<file path="src/rtl/adc_sample_capture.sv">
// adc_sample_capture: pre/post-trigger window capture behind the AD9228
// deserializer. Samples land in a circular buffer; a threshold crossing or a
// forced trigger freezes a DEPTH-sample window, which is then drained in time
// order over a valid/ready stream. Everything runs on the deserializer word clock.
module adc_sample_capture #(
   parameter int DATA_WIDTH  = 12,
   parameter int DEPTH       = 64,
   parameter int PRE_SAMPLES = 16
) (
   input  logic                  clk,
   input  logic                  rstn,
   input  logic [DATA_WIDTH-1:0] des_data,
   input  logic                  read_complete,
   input  logic                  arm,
   input  logic                  force_trig,
   input  logic                  trig_rising,
   input  logic [DATA_WIDTH-1:0] threshold,
   output logic [DATA_WIDTH-1:0] m_data,
   output logic                  m_valid,
   input  logic                  m_ready,
   output logic                  m_last,
   output logic                  busy,
   output logic                  done
);

   localparam int AW = $clog2(DEPTH);
   localparam logic [AW-1:0] PRE_A     = AW'(PRE_SAMPLES);
   localparam logic [AW-1:0] POST_INIT = AW'(DEPTH - PRE_SAMPLES - 1);
   localparam logic [AW:0]   BEATS     = (AW+1)'(DEPTH);
   localparam logic [AW:0]   LAST_BEAT = (AW+1)'(DEPTH - 1);

   typedef enum logic [2:0] {
      IDLE,
      PRETRIG,
      ARMED,
      POSTTRIG,
      READOUT
   } state_t;

   state_t state;

   logic [DATA_WIDTH-1:0] mem [DEPTH];
   logic [AW-1:0]         wr_ptr;
   logic [AW-1:0]         rd_ptr;
   logic [AW-1:0]         trig_ptr;
   logic [AW-1:0]         pre_cnt;
   logic [AW-1:0]         post_cnt;
   logic [AW:0]           issue_cnt;
   logic [DATA_WIDTH-1:0] prev_sample;
   logic                  rc_prev;

   logic accept;
   logic capturing;
   logic wr_en;
   logic crossing;
   logic trig_hit;

   // Edge-detect the deserializer flag and evaluate the trigger on accepted samples
   always_comb begin
      accept    = read_complete & ~rc_prev;
      capturing = (state == PRETRIG) || (state == ARMED) || (state == POSTTRIG);
      wr_en     = rstn & accept & capturing;
      if (trig_rising) begin
         crossing = (prev_sample < threshold) && (des_data >= threshold);
      end else begin
         crossing = (prev_sample > threshold) && (des_data <= threshold);
      end
      trig_hit = accept && (state == ARMED) && (force_trig || crossing);
   end

   assign busy = (state != IDLE);

   // Sample buffer write port, kept reset-free so it can map onto block RAM
   always_ff @(posedge clk) begin
      if (wr_en) begin
         mem[wr_ptr] <= des_data;
      end
   end

   // Capture/readout state machine with registered stream outputs
   always_ff @(posedge clk) begin
      if (!rstn) begin
         state       <= IDLE;
         wr_ptr      <= '0;
         rd_ptr      <= '0;
         trig_ptr    <= '0;
         pre_cnt     <= '0;
         post_cnt    <= '0;
         issue_cnt   <= '0;
         prev_sample <= '0;
         rc_prev     <= 1'b0;
         m_data      <= '0;
         m_valid     <= 1'b0;
         m_last      <= 1'b0;
         done        <= 1'b0;
      end else begin
         rc_prev <= read_complete;
         done    <= 1'b0;

         if (accept && (state != IDLE)) begin
            prev_sample <= des_data;
         end
         if (accept && capturing) begin
            wr_ptr <= wr_ptr + 1'b1;
         end

         case (state)
            IDLE: begin
               if (arm) begin
                  wr_ptr  <= '0;
                  pre_cnt <= '0;
                  state   <= PRETRIG;
               end
            end

            PRETRIG: begin
               if (accept) begin
                  pre_cnt <= pre_cnt + 1'b1;
                  if (pre_cnt == PRE_A - 1'b1) begin
                     state <= ARMED;
                  end
               end
            end

            ARMED: begin
               if (trig_hit) begin
                  trig_ptr <= wr_ptr;
                  post_cnt <= POST_INIT;
                  if (POST_INIT == '0) begin
                     rd_ptr    <= wr_ptr - PRE_A;
                     issue_cnt <= '0;
                     state     <= READOUT;
                  end else begin
                     state <= POSTTRIG;
                  end
               end
            end

            POSTTRIG: begin
               if (accept) begin
                  post_cnt <= post_cnt - 1'b1;
                  if (post_cnt == AW'(1)) begin
                     rd_ptr    <= trig_ptr - PRE_A;
                     issue_cnt <= '0;
                     state     <= READOUT;
                  end
               end
            end

            READOUT: begin
               if (done) begin
                  state <= IDLE;
               end else if ((!m_valid || m_ready) && (issue_cnt != BEATS)) begin
                  m_data    <= mem[rd_ptr];
                  m_valid   <= 1'b1;
                  m_last    <= (issue_cnt == LAST_BEAT);
                  rd_ptr    <= rd_ptr + 1'b1;
                  issue_cnt <= issue_cnt + 1'b1;
               end else if (m_valid && m_ready) begin
                  m_valid <= 1'b0;
                  m_last  <= 1'b0;
                  done    <= 1'b1;
               end
            end

            default: state <= IDLE;
         endcase
      end
   end

endmodule

</file>
<file path="config.mk">
export PLATFORM = sky130hd
export DESIGN_NAME = adc_sample_capture
export DESIGN_NICKNAME = d
export VERILOG_FILES = /design/src/rtl/adc_sample_capture.sv
export SDC_FILE = /design/constraint.sdc
export NUM_CORES = 1
export LEC_CHECK = 0
export BUFFER_PORTS_ARGS = -buffer_cell sky130_fd_sc_hd__buf_2
export CAP_MARGIN = 15
export CORE_MARGIN = 1.5
export CORE_UTILIZATION = 30
export CTS_CLUSTER_SIZE = 12
export DETAILED_ROUTE_END_ITERATION = 12
export PLACE_DENSITY_LB_ADDON = 0.1
export SYNTH_ARGS = -nofsm -noshare
export SYNTH_HDL_FRONTEND = slang
export SYNTH_SLANG_ARGS = --single-unit
export TNS_END_PERCENT = 5
</file>
<file path="constraint.sdc">
create_clock -name clk -period 3 [get_ports clk]
set_clock_uncertainty 0.2 [all_clocks]
set_input_delay 0.15 -clock clk [delete_from_list [all_inputs] [get_ports clk]]
set_output_delay 0.15 -clock clk [all_outputs]
set_load 0.05 [all_outputs]
</file>
Word-level counts from Yosys, hierarchy flattened
Memory sizes are Yosys's and may differ from the RTL's. A register that Yosys moved wholly into a read port is not among the register bits.
Index checks and enable logic that the tools add are counted.
{"block": "totals", "ff_bits": 56, "latch_bits": 0, "mem_bits_rw": 768, "mem_bits_ro": 0, "input_bits": 31, "output_inout_bits": 16, "word_cells": 109, "memories": 1}
{"name": "mem", "depth": 64, "word_bits": 12, "rd": 1, "rd_ports_with_merged_regs": 1, "wr": 1, "line": "42", "rtl": "logic [DATA_WIDTH-1:0] mem [DEPTH];"}
{"block": "op_classes", "add_sub_neg": 6, "mul": 0, "div_mod_pow": 0, "order_cmp": 4, "n_eq_ne": 17, "shift": 0, "muxes": 34, "bitwise_logic": 7, "reduce_logical": 28}
{"op": "$mux 6", "n": 11}
{"op": "$pmux 6 s2", "n": 3}
{"op": "$mux 7", "n": 4}
{"op": "$mux 3", "n": 7}
{"op": "$add 6x1->6 const B", "n": 3}
{"op": "$pmux 3 s5", "n": 1}
{"op": "$ne 2x2->1 const B", "n": 7}
{"op": "$pmux 7 s2", "n": 1}
{"op": "$ge 12x12->1", "n": 1}
{"op": "$gt 12x12->1", "n": 1}
{"op": "$le 12x12->1", "n": 1}
{"op": "$lt 12x12->1", "n": 1}
{"op": "$reduce_and 3->1", "n": 4}
{"op": "$logic_and 1x1->1", "n": 8}
{"op": "$reduce_bool 2->1", "n": 4}
{"op": "$add 7x1->7 const B", "n": 1}
{"op": "$eq 7x6->1 const B", "n": 1}
{"op": "$mux 1", "n": 7}
{"op": "$ne 7x7->1 const B", "n": 1}
{"op": "$reduce_and 7->1", "n": 1}
{"op": "$eq 3x2->1 const B", "n": 2}
{"op": "$eq 6x1->1 const B", "n": 1}
{"op": "$eq 6x4->1 const B", "n": 1}
{"op": "$sub 6x1->6 const B", "n": 1}
{"op": "13 further kinds", "n": 23}

Logic depth before layout (Yosys ltp)
Gate-level depths: netlist (run 1).
{"block": "depth", "depth_word": 7, "mapped_depth": 10, "depth_no_buf": 10}

Worst setup path after synthesis (run 1)
OpenSTA, ideal clock, no wires.
{"block": "synth_timing", "path_type": "register to register", "startpoint": "register rd_ptr[1]", "endpoint": "register m_data[11], read port of mem", "setup_ns": 0.115, "t_arrival_ns": 2.535, "t_required_ns": 2.685, "setup_slack_ns": 0.150, "path_stages_with_launch": 9, "n_path_buf": 3, "synth_period_minus_slack_ns": 2.850, "path_cell_list": "dfxtp_1 > clkbuf_1 > clkbuf_1 > clkbuf_1 > mux4_2 > mux4_2 > mux4_2 > nand3_1 > nand2_1"}
{"element": "from (decl)", "line": "44", "rtl": "logic [AW-1:0] rd_ptr;"}
{"element": "from (signal assigned)", "line": "130", "rtl": "rd_ptr <= wr_ptr - PRE_A;"}
{"element": "from (signal assigned)", "line": "143", "rtl": "rd_ptr <= trig_ptr - PRE_A;"}
{"element": "from (signal assigned)", "line": "157", "rtl": "rd_ptr <= rd_ptr + 1'b1;"}
{"element": "to (decl)", "line": "18", "rtl": "output logic [DATA_WIDTH-1:0] m_data,"}

==> impl_metrics.tcl, run 1 <==
set metrics [dict create \
    ys_async_sr_fraction 0 \
    clk_path_buf_depth 3 \
    critical-path-top-cell-by-count "mux4_2" \
    worst-path-stages 7 \
    die_area_um2 112000 \
    fill_cells 9995 \
    crit_slowest_cell "mux4_2" \
    synth_enable_flop_cells 768 \
    iteration_0_drc_count_of_the_detailed_router 1321 \
    rsz_0062_raised_after_global_routing "true" \
    grt_antenna_before_repair 21 \
    clock-sinks 836 \
    final_max_slew_viol_count 0 \
    report.final.hold_viol_count 0 \
    post_synth_most_frequent_cells "edfxtp_1, mux4_2, nor2_1, nand2_1, dfxtp_1" \
    dpl_cell_area_um2 36200 \
    depth_of_the_worst_register_to_register_path 7 \
    groute.usage.overall 0.175 \
    routedWlPerCell_um 29.1 \
    pin_count 47 \
    regToRegEndpoint "m_data[0]" \
    fin_worst_hold_slack_ps 28.9 \
    route.vias.total 16600 \
    synthesis.nets 1676 \
    critical_path.endpoint_type "flop" \
    max_clock_freq_ghz 0.338 \
    critical_path.reg2reg.startpoint "rd_ptr[0]" \
    required_ps 3350 \
    cp-start-kind "flop" \
    synth_most_common_cell "edfxtp_1" \
    number_of_flip_flops_and_latches_in_the_synthesized_netlist 836 \
    ir_drop_mv 0.433 \
    worstPathCellList "buf_12, buf_4, mux4_2, mux4_2, mux4_2, nand3_1, nand2_1" \
    min_delay_path_depth 2 \
    tritoncts.num_buffers 94 \
    final_layout_size_suffix_gt1_frac 0.314 \
    period_minus_slack_ps 2960 \
    route.antenna.remaining_nets 0 \
    port_buffers 46 \
    timing.hold.worst.class "in -> reg" \
    setup.worst_path.end "m_data[0]" \
    vias_in_the_first_global_route 17100 \
    grt_pass1_wl_mm 136 \
    floorplan.rows 121 \
    average_size_of_a_mapped_cell_um2 20.5 \
    critical-path-max-stage-delay_ps 610 \
    synth.largest_area_cell "edfxtp_1" \
    worstPathArrival_ps 3300 \
    worstSetupStartpoint "rd_ptr[0]" \
    max-slew-margin-rel 0.249 \
    tns_ps 0 \
    max_slew.worst_pin.slew_ps 1120 \
    die_width_um 335 \
    setup_viol_count_final 0 \
    r2r_slack_ps 40 \
    synth_warnings 0 \
    fin_crit_sh 0.985 \
    clk_pin_slew_worst_paths_ps 60 \
    synth.distinct_cells 53 \
    number_of_nets_in_the_layout 1898 \
    globalRouteOverflowTotal 0 \
    postLayoutCellArea_um2 39400 \
    critical_path_class "reg -> reg" \
    initial_core_util 0.303 \
    route.final.wire_length_mm 97.0 \
    height_of_the_die_um 335 \
    grt_max_degree 66 \
    maxCapViolCount 0 \
    synth-seq-area-share 0.740 \
    syn-instance-count 1614 \
    status "complete, no violations" \
    worstPathMaxFanout 13 \
    post_synth_instance_area_um2 33000 \
    ys_top_cells_by_area "edfxtp_1, mux4_2, dfxtp_1" \
    htreeDepth 3 \
    cell_at_the_root_of_the_clock_tree "clkbuf_16" \
    detailed_router_iteration_count_before_antenna_repair 4 \
    p_per_area_nw_per_um2 625 \
    post-route-drc-count 0 \
    power_leakage_uw 0.0124 \
    core_region_area_um2 109000 \
    place_hpwl_mm 61.5 \
    crit_family "multiplexers" \
    finalWeightedCongestion 0.748 \
    vias_per_cell 4.97 \
    clk-insertion-delay-late_ps 660 \
    cts_tree "done" \
    layout-area-overhead-vs-synth_pct 19.2 \
    path_buf_inv 2 \
    synthFlopType "edfxtp_1" \
    synth_top_area_share 0.698 \
]
-- cells by family after synthesis --
| group | count (synthesis) | synth area share |
|---|---|---|
| compound gates | 85 | 0.0172 |
| xor+xnor | 16 | 0.00424 |
| fa+ha+maj | 31 | 0.0117 |
| buf+inv | 106 | 0.0159 |
| flops | 836 | 0.740 |
| mux | 259 | 0.174 |
| simple gates | 281 | 0.0374 |
-- power breakdown --
part | internal, uW | total, uW | leakage, uW | switching, uW
clock | 6760 | 11400 | 0.00151 | 4650
combinational | 98.7 | 461 | 0.00341 | 362
sequential | 12700 | 12700 | 0.00745 | 9.65
-- layout make-up --
cell class / instances / area (um2) / share of cell area
Antenna cell: 1 / 2.50 / 0.0000636
Clock buffer: 119 / 2580 / 0.0656
Clock inverter: 56 / 489 / 0.0124
Inverter: 24 / 90.1 / 0.00229
Multi-Input combinational cell: 672 / 8100 / 0.206
Sequential cell: 836 / 24400 / 0.621
Tap cell: 1414 / 1770 / 0.0449
Timing Repair Buffer: 208 / 1910 / 0.0484
-- stage by stage --
| stage | std cells | util | setup WS (ps) | power (uW) |
|---|---|---|---|---|
| floorplan | 1614 | - | 150 | 13100 |
| global placement | 3145 | 0.332 | -56.9 | 13400 |
| detailed placement | 3145 | 0.332 | -50.8 | 13400 |
| CTS | 3329 | 0.361 | 16.1 | 25000 |
| global route | 3330 | 0.361 | -45.2 | 25400 |
| finish | 3330 | 0.361 | 44.1 | 24600 |
-- state kept, by name, indices dropped and copies added (netlist names) --
name	cells
m_last	1
mem	768
rc_prev	1
trig_ptr	6
issue_cnt	7
post_cnt	6
m_valid	1
pre_cnt	6
prev_sample	12
m_data	12
wr_ptr	6
rd_ptr	6
state	3
done	1
-- worst min path at each step --
stage | slack, ps | endpoint | from
floorplan | 50 | mem[0][0] | des_data[0]
global placement | 180 | rc_prev | read_complete
detailed placement | 190 | rc_prev | read_complete
CTS | 3 | prev_sample[7] | des_data[7]
global route | 20 | mem[30][7] | des_data[7]
finish | 30 | mem[28][7] | des_data[7]
-- repair_timing --
item	in CTS	in global routing
endpoints found under the setup margin	49	299
hold buffers	9	0
endpoints found under the hold margin	81	0
buffers inserted	0	0
resized for setup	3	4
-- per-layer routing --
metal	track usage	wire length (um)	part of all wire
met3	0.0292	4900	0.051
met4	0.0530	2460	0.025
met5	0	20	0.00021
met1	0.241	43000	0.44
met2	0.283	46600	0.48
-- placed cells by master, fill, tap and decap left out, types with 24 or more instances in the layout --
| cell type | instances |
|---|---|
| a21oi_1 | 39 |
| buf_12 | 34 |
| buf_2 | 46 |
| buf_4 | 116 |
| clkbuf_16 | 98 |
| dfxtp_1 | 64 |
| edfxtp_1 | 768 |
| ha_1 | 31 |
| inv_1 | 24 |
| mux4_2 | 252 |
| nand2_1 | 84 |
| nand3_1 | 27 |
| nor2_1 | 114 |
Power figures use the tool's default switching activity.
==> inputs of run 2 (changes only) <==
--- a/config.mk
+++ b/config.mk
@@ -5,9 +5,10 @@
 export SDC_FILE = /design/constraint.sdc
 export NUM_CORES = 1
 export LEC_CHECK = 0
+export ABC_AREA = 1
 export BUFFER_PORTS_ARGS = -buffer_cell sky130_fd_sc_hd__buf_2
 export CAP_MARGIN = 15
-export CORE_MARGIN = 1.5
+export CORE_ASPECT_RATIO = 0.8
 export CORE_UTILIZATION = 30
 export CTS_CLUSTER_SIZE = 12
 export DETAILED_ROUTE_END_ITERATION = 12
==> run 2 against run 1 <==
Clock-buffer cell count grew 11. Utilization shrank 0.55 points. Area after synthesis grew 2.8%. Routed wire length grew 14%. Final cell count grew 33%. Flip-flop and latch count is the same. Synthesized cell count grew 70%. Die area grew 2.2%. Fmax grew 2.7%. Combinational power grew to 11 times the previous value.
==> impl_metrics.tcl, run 2 <==
set metrics [dict create \
    average_size_of_a_mapped_cell_um2 12.4 \
    route.antenna.remaining_nets 0 \
    clk_pin_slew_worst_paths_ps 60 \
    critical_path.endpoint_type "flop" \
    die_width_um 378 \
    initial_core_util 0.305 \
    maxCapViolCount 0 \
    setup_ws_ps 121 \
    synth.largest_area_cell "edfxtp_1" \
    critical-path-max-stage-delay_ps 410 \
    post_synth_most_frequent_cells "edfxtp_1, nor2_1, o21ai_0, nand2_1, clkbuf_1" \
    detailed_router_iteration_count_before_antenna_repair 5 \
    cell_at_the_root_of_the_clock_tree "clkbuf_16" \
    syn-instance-count 2749 \
    iteration_0_drc_count_of_the_detailed_router 2168 \
    number_of_nets_in_the_layout 2930 \
    final_max_slew_viol_count 0 \
    synth_top_area_share 0.679 \
    timing.hold.worst.class "in -> reg" \
    p_clk_frac 0.372 \
    worstPathCellList "inv_8, buf_12, buf_12, o21ai_0, o221ai_1, o211ai_1, nand3_1, nand3_1, nand3_1, nand2_1, inv_1" \
    report.final.hold_viol_count 0 \
    grt_max_degree 127 \
    largest_registers "mem (768), m_data (12), prev_sample (12)" \
    globalRouteOverflowTotal 0 \
    synth.distinct_cells 47 \
    route.final.wire_length_mm 110 \
    tns_ps 0 \
    floorplan.rows 109 \
    htreeDepth 3 \
    grt_antenna_before_repair 9 \
    setup_viol_count_final 0 \
    sw_ratio 0.292 \
    cts_tree "done" \
    p_per_area_nw_per_um2 730 \
    height_of_the_die_um 303 \
    vias_per_cell 5.10 \
    worstPathArrival_ps 3270 \
    port_buffers 46 \
    cell_internal_pwr_uw 20500 \
    vias_in_the_first_global_route 22100 \
    layout-area-overhead-vs-synth_pct 16.6 \
    required_ps 3390 \
    crit_family "buffers and inverters" \
    ys_async_sr_fraction 0 \
    groute.usage.overall 0.191 \
    tritoncts.num_buffers 90 \
    synth_most_common_cell "edfxtp_1" \
    path_buf_inv 4 \
    finalWeightedCongestion 0.828 \
    clk_path_buf_depth 3 \
    power_leakage_uw 0.0133 \
    rsz_0062_raised_after_global_routing "true" \
    top_register "mem" \
    synthesis.nets 2811 \
    layout.cells.most_common "edfxtp_1" \
    core_region_area_um2 111000 \
    fin_crit_sh 0.960 \
    status "complete, no violations" \
    die_area_um2 115000 \
    postCtsSetupBuffers 0 \
    worstPathMaxFanout 49 \
    clock-sinks 836 \
    final_layout_size_suffix_gt1_frac 0.124 \
    highest_count_cells_in_the_layout_ignoring_fill_and_taps "edfxtp_1, nor2_1, o21ai_0" \
    flip_flop_count_of_the_largest_register_after_layout 768 \
    power_frac_comb 0.178 \
    ys_top_cells_by_area "edfxtp_1, o21ai_0, nor2_1" \
    max_clock_freq_ghz 0.347 \
    grt_pass1_wl_mm 159 \
    critical-path-top-cell-by-count "nand3_1" \
    ir_drop_mv 0.606 \
    crit_slowest_cell "dfxtp_4" \
    max-slew-margin-rel 0.299 \
    max_slew.worst_pin.slew_ps 1050 \
    post-route-drc-count 0 \
    routedWlPerCell_um 24.8 \
    cp-start-kind "flop" \
    clk-insertion-delay-late_ps 660 \
    synth-seq-area-share 0.719 \
    synth_enable_flop_cells 768 \
    pin_count 47 \
    post_synth_instance_area_um2 34000 \
    place_hpwl_mm 66.2 \
    number_of_flip_flops_and_latches_in_the_synthesized_netlist 836 \
    route.vias.total 22600 \
    period_minus_slack_ps 2880 \
    synth_warnings 0 \
    preCtsSetupSlack_ps 82.8 \
    critical_path_class "reg -> reg" \
    insertedDiodeCount 0 \
    synthFlopType "edfxtp_1" \
    p_sw_uw 8450 \
    power.share.sequential 0.450 \
]
-- run 2: cell count changes in the layout (fill, tap and decap cells not counted), moves of 21 or more --
| cell | change |
|---|---|
| nand2_1 | +84 |
| inv_1 | +68 |
| nor2_1 | +401 |
| o221ai_1 | +76 |
| o21ai_0 | +410 |
| mux4_2 | -252 |
| o22ai_1 | +115 |
| nand3_1 | +86 |
| a21oi_1 | +21 |
-- run 2: power groups by stage --
stage	combinational, uW	sequential (uW)	clock (uW)
global route	5630	13000	11400
global placement	5120	13300	0
floorplan	2980	13200	0
finish	5150	13000	10800
detailed placement	5130	13300	0
CTS	5150	13000	11000
-- run 2: final cells by class --
type	instances	area (um2)
clock inverters	34	269
inverters	105	407
clock buffers	130	2530
fillers	11000	71700
repair buffers	201	1690
flip-flops and latches	836	24400
multi-input cells	1634	8390
well taps	1498	1870
-- run 2: metrics by stage --
| stage | hold slack [ps] | area [um2] | total power (uW) | util | cells |
|---|---|---|---|---|---|
| after floorplan | 43.5 | 34000 | 16200 | - | 2749 |
| after global placement | 159 | 36700 | 18400 | 0.329 | 4264 |
| after detailed placement | 163 | 36700 | 18400 | 0.329 | 4264 |
| after CTS | 10.8 | 39600 | 29200 | 0.355 | 4437 |
| after global routing | 61.4 | 39600 | 30100 | 0.356 | 4438 |
| final | 51.1 | 39600 | 28900 | 0.356 | 4438 |
-- run 2: worst paths after layout --
path	slack, ps	from	to	cells after the start
worst min-delay path	50	force_trig	state[1]	8
worst max register to register	120	rd_ptr[0]	m_data[2]	11
worst min register to register	290	issue_cnt[0]	issue_cnt[0]	2
worst max-delay path	120	rd_ptr[0]	m_data[2]	11
-- run 2: tightest hold or removal path, delay by kind of cell --
kind,cells,cell delay [ps]
simple gates,6,580
buf+inv,2,110
-- run 2: logic make-up (layout without fill, tap and decap cells) --
kind of cell | Yosys count | after routing | share of synthesized area
compound gates | 724 | 724 | 0.123
xor+xnor | 6 | 6 | 0.00155
buf+inv | 279 | 470 | 0.0347
fa+ha+maj | 31 | 31 | 0.0114
simple gates | 873 | 873 | 0.110
flops | 836 | 836 | 0.719
-- run 2: metal layers --
layer	vias to the layer above	global-route usage	share of wire
met5	-	0	0.00025
met4	4	0.0593	0.028
met3	163	0.0388	0.063
met2	599	0.281	0.43
met1	11500	0.283	0.48
li1	10400	-	-
-- run 2: repair_timing --
item | 4_1_cts | 5_1_grt
hold buffers | 9 | 0
endpoints found under the setup margin | 0 | 34
hold endpoints to repair | 60 | 0
gates resized for setup | 0 | 2
==> inputs of run 3 (changes only) <==
--- a/config.mk
+++ b/config.mk
@@ -9,10 +9,12 @@
 export BUFFER_PORTS_ARGS = -buffer_cell sky130_fd_sc_hd__buf_2
 export CAP_MARGIN = 15
 export CORE_ASPECT_RATIO = 0.8
+export CORE_MARGIN = 4
 export CORE_UTILIZATION = 30
 export CTS_CLUSTER_SIZE = 12
 export DETAILED_ROUTE_END_ITERATION = 12
 export PLACE_DENSITY_LB_ADDON = 0.1
+export SETUP_SLACK_MARGIN = 0.4
 export SYNTH_ARGS = -nofsm -noshare
 export SYNTH_HDL_FRONTEND = slang
 export SYNTH_SLANG_ARGS = --single-unit
==> run 3 against run 2 <==
Global-route usage is 0.71 points lower. Die area increased by 3.6%. Critical path depth decreased by 2. First-iteration DRC count increased by 15%. Power up 1.8%. Final area grew 1.3%. Worst hold slack better by 15 ps. Combinational power rose by 6.8%. Largest cell class unchanged. Highest routed layer unchanged.
==> impl_metrics.tcl, run 3 (synthesized netlist as in run 2, its figures left out) <==
set metrics [dict create \
    crit_family "simple AND/OR/NAND/NOR gates" \
    initial_core_util 0.302 \
    setup_ws_ps 400 \
    htreeDepth 3 \
    number_of_nets_in_the_layout 2959 \
    power_leakage_uw 0.0135 \
    highest_count_cells_in_the_layout_ignoring_fill_and_taps "edfxtp_1, nor2_1, o21ai_0" \
    die_area_um2 119000 \
    layout-area-overhead-vs-synth_pct 18.1 \
    core_region_area_um2 112000 \
    worstPathMaxFanout 24 \
    worstPathCellList "inv_1, buf_4, o221ai_1, nand3_1, nand4_1, nand3_1, nand3_1, nand2_1, inv_1" \
    max_clock_freq_ghz 0.385 \
    tritoncts.num_buffers 91 \
    cts_tree "done" \
    worst-path-stages 9 \
    height_of_the_die_um 309 \
    fill_cells 11000 \
    gr-usage-met3 0.0395 \
    r2r_slack_ps 400 \
    postLayoutCellArea_um2 40100 \
    critical_path_class "reg -> reg" \
    top_register "mem" \
    finish.utilization 0.357 \
    clk_path_buf_depth 3 \
    vias_in_the_first_global_route 22200 \
    cp-start-kind "flop" \
    largest_registers "mem (768), m_data (12), prev_sample (12)" \
    pin_count 47 \
    critical_path.reg2reg.startpoint "rd_ptr[2]" \
    clock-sinks 836 \
    port_buffers 46 \
    critical_path.endpoint_type "flop" \
    path_buf_inv 3 \
    worstPathArrival_ps 2990 \
    status "complete, no violations" \
    grt-busiest-layer "met1" \
    finalWeightedCongestion 0.802 \
    regToRegEndpoint "m_data[1]" \
    flip_flop_count_of_the_largest_register_after_layout 768 \
    max-slew-margin-rel 0.344 \
    cell_at_the_root_of_the_clock_tree "clkbuf_16" \
    globalRouteOverflowTotal 0 \
    final_layout_size_suffix_gt1_frac 0.135 \
    report.final.hold_viol_count 0 \
    grt_pass1_wl_mm 159 \
    die_width_um 384 \
    p_per_area_nw_per_um2 734 \
    required_ps 3390 \
    period_minus_slack_ps 2600 \
    fin_crit_sh 0.867 \
    detailed_router_iteration_count_before_antenna_repair 6 \
    ir_drop_mv 0.423 \
    route.antenna.remaining_nets 0 \
    fin_worst_hold_slack_ps 65.6 \
    route.vias.total 23000 \
    grt.met2_usage 0.265 \
    maxCapViolCount 0 \
    multi_input_area_um2 8490 \
    iteration_0_drc_count_of_the_detailed_router 2485 \
    preCtsSetupSlack_ps 217 \
    final_max_slew_viol_count 0 \
    layout.cells.most_common "edfxtp_1" \
    max_slew.worst_pin.slew_ps 984 \
    crit_slowest_cell "dfxtp_4" \
    place_hpwl_mm 68.2 \
    tns_ps 0 \
    critical-path-top-cell-by-count "nand3_1" \
    floorplan.rows 110 \
    globalRouteMet1Util 0.280 \
    worstSetupStartpoint "rd_ptr[2]" \
    timing.hold.worst.class "in -> reg" \
    depth_of_the_worst_register_to_register_path 9 \
    vias_per_cell 5.12 \
    dpl_cell_area_um2 36700 \
    final-seq-area_um2 24400 \
    post-route-drc-count 0 \
    setup.worst_path.end "m_data[1]" \
    rsz_0062_raised_after_global_routing "true" \
    critical-path-max-stage-delay_ps 460 \
    clk_pin_slew_worst_paths_ps 60 \
    grt_antenna_before_repair 10 \
    route.final.wire_length_mm 112 \
    setup_viol_count_final 0 \
    grt_max_degree 123 \
    groute.usage.overall 0.184 \
    routedWlPerCell_um 25.1 \
    clk-insertion-delay-late_ps 680 \
]
-- run 3: cell types whose count changed in the layout (fill, tap and decap cells not counted), moves of 4 or more --
cell / delta
nand4_4: +4
inv_6: +6
clkinv_1: +5
o221ai_1: -5
buf_4: +9
buf_6: +4
nand3_2: +4
clkbuf_1: -12
nand3_1: -4
dlygate4sd3_1: +9
nand4_2: -4
o221ai_2: +5
-- run 3: final cells by class --
class	instances	share of cell area
clock buffers	116	0.0615
diodes	1	0.0000624
repair inverters	1	0.000218
clock inverters	48	0.00939
inverters	105	0.0105
repair buffers	228	0.0502
multi-input cells	1634	0.212
well taps	1512	0.0472
flip-flops and latches	836	0.609
-- run 3: metal layers --
layer,up-vias,share of wire
met5,-,0.00034
met4,6,0.024
met3,170,0.072
met2,736,0.42
met1,11600,0.48
li1,10500,-
-- run 3: worst reg2reg max path, delay by kind of cell, from the launching register on --
| family | cells | cell delay, ps |
|---|---|---|
| simple gates | 5 | 880 |
| buf+inv | 3 | 550 |
| flops | 1 | 460 |
| compound gates | 1 | 430 |
-- run 3: how the worst min path moves through the flow --
| stage | start | endpoint | slack (ps) | cells after the start |
|---|---|---|---|---|
| 3_3_place_gp | read_complete | rc_prev | 190 | 3 |
| 3_5_place_dp | read_complete | rc_prev | 170 | 3 |
| 5_1_grt | force_trig | state[2] | 100 | 7 |
| 2_1_floorplan | read_complete | rc_prev | 40 | 2 |
| 4_1_cts | force_trig | state[1] | 2 | 8 |
| 6_report | force_trig | post_cnt[3] | 70 | 8 |
-- run 3: repair_timing --
item	4_1_cts	5_1_grt
gates cloned	0	4
gates resized for setup	5	25
hold buffers	18	0
setup endpoints to repair	361	749
pin swaps	0	5
buffers inserted	0	8
endpoints found under the hold margin	331	0
-- run 3: through the flow --
step / std cells / total power (uW)
5_1_grt: 4480 / 30700
2_1_floorplan: 2749 / 16200
3_3_place_gp: 4286 / 18500
4_1_cts: 4468 / 29500
6_report: 4481 / 29400
3_5_place_dp: 4286 / 18500
-- run 3: where the power goes --
group	total, uW	leakage (uW)	switching [uW]	internal, uW
Clock	10900	0.00140	4680	6230
Sequential	13000	0.00746	172	12900
Combinational	5500	0.00463	3940	1560
